<file path="config.mk">
export PLATFORM = sky130hd
export DESIGN_NAME = mem_boot_loader
export DESIGN_NICKNAME = d
export VERILOG_FILES = /design/src/rtl/mem_boot_loader.sv
export SDC_FILE = /design/constraint.sdc
export NUM_CORES = 1
export LEC_CHECK = 0
export CAP_MARGIN = 25
export CORE_MARGIN = 5
export CORE_UTILIZATION = 30
export DETAILED_ROUTE_END_ITERATION = 6
export GPL_ROUTABILITY_DRIVEN = 0
export PLACE_DENSITY = 0.47
export RECOVER_POWER = 50
export SLEW_MARGIN = 20
export SYNTH_ARGS = -nofsm -noshare
export SYNTH_HDL_FRONTEND = slang
export SYNTH_SLANG_ARGS = --single-unit
</file>
<file path="constraint.sdc">
create_clock -name clk -period 2.8 [get_ports clk]
set_input_delay 0.42 -clock clk [delete_from_list [all_inputs] [get_ports clk]]
set_output_delay 0.42 -clock clk [all_outputs]
set_load 0.005 [all_outputs]
</file>
<file path="src/rtl/mem_boot_loader.sv">
// Streams a length-prefixed, checksummed image into memory, then releases the cpu from reset.
// Latency: each payload write is issued the cycle after its accept; done/error appear the cycle after the final accept.
// Backpressure: s_ready depends only on state (low during reset and in DONE/ERR); gaps in s_valid simply stall the loader.
module mem_boot_loader #(
    parameter int ADDR_W = 6,
    parameter int DATA_W = 16,
    parameter int DEPTH  = 64
) (
    input  logic              clk,
    input  logic              rst_n,
    input  logic              s_valid,
    input  logic [DATA_W-1:0] s_data,
    output logic              s_ready,
    output logic              mem_we,
    output logic [ADDR_W-1:0] mem_addr,
    output logic [DATA_W-1:0] mem_data,
    output logic              cpu_rst_n,
    output logic              done,
    output logic              error,
    output logic [ADDR_W:0]   word_count
);

    typedef enum logic [2:0] {
        HDR  = 3'd0,
        DATA = 3'd1,
        CSUM = 3'd2,
        DONE = 3'd3,
        ERR  = 3'd4
    } state_t;

    state_t            state;
    logic [DATA_W-1:0] len_q;
    logic [DATA_W-1:0] sum_q;

    logic              accept;
    logic              hdr_ok;
    logic [ADDR_W:0]   wc_next;
    logic              last_payload;

    // Ready while a stream word is expected; held low while reset is asserted.
    assign s_ready = rst_n && ((state == HDR) || (state == DATA) || (state == CSUM));
    assign accept  = s_valid && s_ready;

    // Header must be a legal image length, compared over the full word width.
    assign hdr_ok  = (s_data != '0) && (s_data <= DATA_W'(DEPTH));

    // Count after this payload word; the image ends when it reaches the header length.
    assign wc_next      = word_count + {{ADDR_W{1'b0}}, 1'b1};
    assign last_payload = (len_q == {{(DATA_W-ADDR_W-1){1'b0}}, wc_next});

    // Boot FSM with registered memory write port and status outputs.
    always_ff @(posedge clk or negedge rst_n) begin
        if (!rst_n) begin
            state      <= HDR;
            len_q      <= '0;
            sum_q      <= '0;
            mem_we     <= 1'b0;
            mem_addr   <= '0;
            mem_data   <= '0;
            cpu_rst_n  <= 1'b0;
            done       <= 1'b0;
            error      <= 1'b0;
            word_count <= '0;
        end else begin
            mem_we <= 1'b0;
            case (state)
                HDR: begin
                    if (accept) begin
                        len_q <= s_data;
                        sum_q <= '0;
                        if (hdr_ok) begin
                            state <= DATA;
                        end else begin
                            state <= ERR;
                            error <= 1'b1;
                        end
                    end
                end
                DATA: begin
                    if (accept) begin
                        mem_we     <= 1'b1;
                        mem_addr   <= word_count[ADDR_W-1:0];
                        mem_data   <= s_data;
                        sum_q      <= sum_q + s_data;
                        word_count <= wc_next;
                        if (last_payload) begin
                            state <= CSUM;
                        end
                    end
                end
                CSUM: begin
                    if (accept) begin
                        if (s_data == sum_q) begin
                            state     <= DONE;
                            done      <= 1'b1;
                            cpu_rst_n <= 1'b1;
                        end else begin
                            state <= ERR;
                            error <= 1'b1;
                        end
                    end
                end
                DONE: state <= DONE;
                ERR:  state <= ERR;
                default: begin
                    state <= ERR;
                    error <= 1'b1;
                end
            endcase
        end
    end

endmodule

</file>
==> run metrics <==
outcome=complete, but fails checks; violations in the final reports=capacitance limit, slew limit; CTS buffer count=9; ys flop type=dfrtp_1; routed vias/inst=5.04; DP Cell Count=589; DR top layer=met4; residual DRC count=0; IO buf count=52; DR iter-0 viols=138; worst-case clock buffer depth=2; ant diodes=0; Clock Sinks=67; placed cell areas=0.00445 mm2; wire per inst=15.6 um; Rel. slew slack=-15.1%; CP max stage cell=clkdlybuf4s50_1; worst skew pair latency=330 ps; Resize count post-CTS=0; Critical Path End Type=register; Design Area, Final=0.00475 mm2; gr usage total=13.8%; Yosys cell types=53; final worst clock skew=5.21 ps; share of cells above drive strength 1=15.9%; clk slew on worst S/H paths=60 ps; WL met3=418 um; RSZ-0062 raised after global routing=no; DRT Wirelength=9.45 mm; number of setup buffers added after CTS=0; sequential cell area=0.00168 mm2; synthesized cell area=0.00358 mm2; vias in the first global route=3048; Largest delay share family, worst path=compound AO/OA/AOI/OAI gates; CP Buf/Inv Count=1; Cell Count, Final, Fillers Out=605; total gr overflow=0; switching power=621 uW; num rows=40; Data required, critical path=3010 ps; Max Clk Rate=387 MHz; CP max stage delay=430 ps; cts hold-fix bufs=0; initial antenna violation count=0; Layout area overhead=32.5%; Die ar.=0.0142 mm2; Post-synth EDFFs=0; crit path cell chain=clkdlybuf4s50_1, ha_1, fa_1, a211oi_1, o21ai_1, a31oi_1, o22ai_1, mux2i_1, a221o_1; Clk network pwr share=44.1%; fin nets=489; top cells by area, synth=dfrtp_1 (47%), nand2_1 (10%), ha_1 (5.6%), mux2_2 (5.0%), xnor2_1 (2.9%); Final Hold Viols=0; combinational share of power=12.6%; core area=0.0119 mm2; maxcap violations=1; Util after Layout=40.0%; commonest cells in the netlist=nand2_1 (97), dfrtp_1 (67), ha_1 (16), mux2_2 (16), o21ai_0 (15); CP startpoint kind=input port; CTS tree=done; Yosys Warn Count=0; largest net degree at the start of global routing=68; DRT antenna net count=0; Slew @ Worst Pin=1730 ps; Period Utilization, post-route=92.3%; CP Class=in2reg; WL met2=4.64 mm; via count=3050; CP Max Fanout=3; first-pass GRT wire length=15.7 mm; Max VDD drop=0.240 mV; syn nets=410; DP HPWL=7.06 mm; ys async rst share=100%; most frequent cell after synthesis=nand2_1; die width=119 um; Synth top area share=46.8%; H-tree level count=3; LEAKAGE=0.00227 uW; I/O pins=53; Post-Route M1 WL=4.28 mm; number of setup violations in the final report=0; Layout fillers=1187; hold_ws=466 ps; Worst Path Arrival=2790 ps; multi-input logic area=0.00180 mm2; average size of a mapped cell=9.58 um2; Sw Share=23.5%; Slew Limit Fails=68; Mapped Cells=374; area leader, netlist=dfrtp_1; Internal Power=2020 uW; Detailed Routing Iterations Pass 1=4; DIE HEIGHT=119 um; minimum clock period=2590 ps; register share of total power=43.3%; CTS root buf=clkbuf_16; FF+latch count, synth=67; Hold Crit Class=reg2reg; Power Dens Cells=557 mW/mm2; Initial Util=30.2%; sequential element share of the synthesized area=46.8%
power by group through the flow:
stage                     logic, uW  registers [uW]  clock network [uW]
after global placement          332            1160                   0
after CTS                       340            1150                1200
after detailed placement        339            1160                   0
after floorplan                 220            1140                   0
final                           333            1140                1170
after global routing            372            1160                1250
logic make-up (layout without fill, tap and decap cells):
logic type,Yosys count,count (layout),synth area share (%)
and+or+nand+nor,157,157,19.9
xor gates and xnor gates,23,23,5.62
AOI/OAI and AO/OA,69,69,13.0
muxes,18,18,5.58
adders and majority gates,17,17,6.14
DFF,67,67,46.8
buffers and inverters,23,107,3.04
layout by cell type, fill, tap and decap left out, drive strengths merged, types with 2 or more instances in the layout:
| cell | instances |
|---|---|
| nand2 | 97 |
| dfrtp | 67 |
| clkdlybuf4s50 | 34 |
| buf | 32 |
| o21ai | 20 |
| dlygate4sd3 | 17 |
| clkbuf | 17 |
| mux2 | 16 |
| ha | 16 |
| nor2 | 14 |
| xnor2 | 12 |
| nand3 | 12 |
| xor2 | 11 |
| a21oi | 11 |
| nor3 | 10 |
| a211oi | 7 |
| a21o | 7 |
| nor4 | 6 |
| inv | 6 |
| o21a | 4 |
| or4 | 4 |
| nand4 | 3 |
| nand2b | 3 |
| o41ai | 3 |
| o311a | 2 |
| o211ai | 2 |
| a31oi | 2 |
| a2111oi | 2 |
| mux2i | 2 |
| o31ai | 2 |
| and3 | 2 |
final cells by class:
class	count	area share, %
Clock buffer	15	5.85
Multi-Input combinational cell	284	37.9
Inverter	6	0.474
Clock inverter	1	0.632
Tap cell	147	3.87
Sequential cell	67	35.3
Timing Repair Buffer	85	16.0
flip-flops by register name, indices dropped and copies added, names as in the netlist:
name and cells:
done 1, mem_data 16, mem_we 1, state 3, word_count 7, mem_addr 6, error 1, len_q 16
sum_q 16
per-layer routing:
metal  track usage, %  up-vias
met2             22.8       63
met4             4.15        0
met1             18.0     1494
met3             3.23       13
met5                0        -
li1                 -     1480
worst min-delay path: stages (launching register included):
cell and delay (ps):
dfrtp_1 330, nand2_1 50, nand2_1 50
final timing paths:
path	startpoint	endpoint	slack (ps)	cells past startpoint
setup reg to reg	sum_q[0]	sum_q[12]	380	8
setup / recovery	s_data[0]	sum_q[12]	210	9
hold reg to reg	mem_addr[5]	mem_addr[5]	470	2
min in group asynchronous	rst_n	mem_data[2]	770	2
max in group asynchronous	rst_n	mem_data[15]	990	2
hold / removal	mem_addr[5]	mem_addr[5]	470	2
stage by stage:
stage	setup WS (ps)	TNS (ps)	power (uW)
after floorplan	430	0	1360
after global placement	-114	-247	1490
after detailed placement	-97.2	-216	1500
after CTS	215	0	2690
after global routing	29.1	0	2780
final	215	0	2650
(Power assumes the default switching activity.)
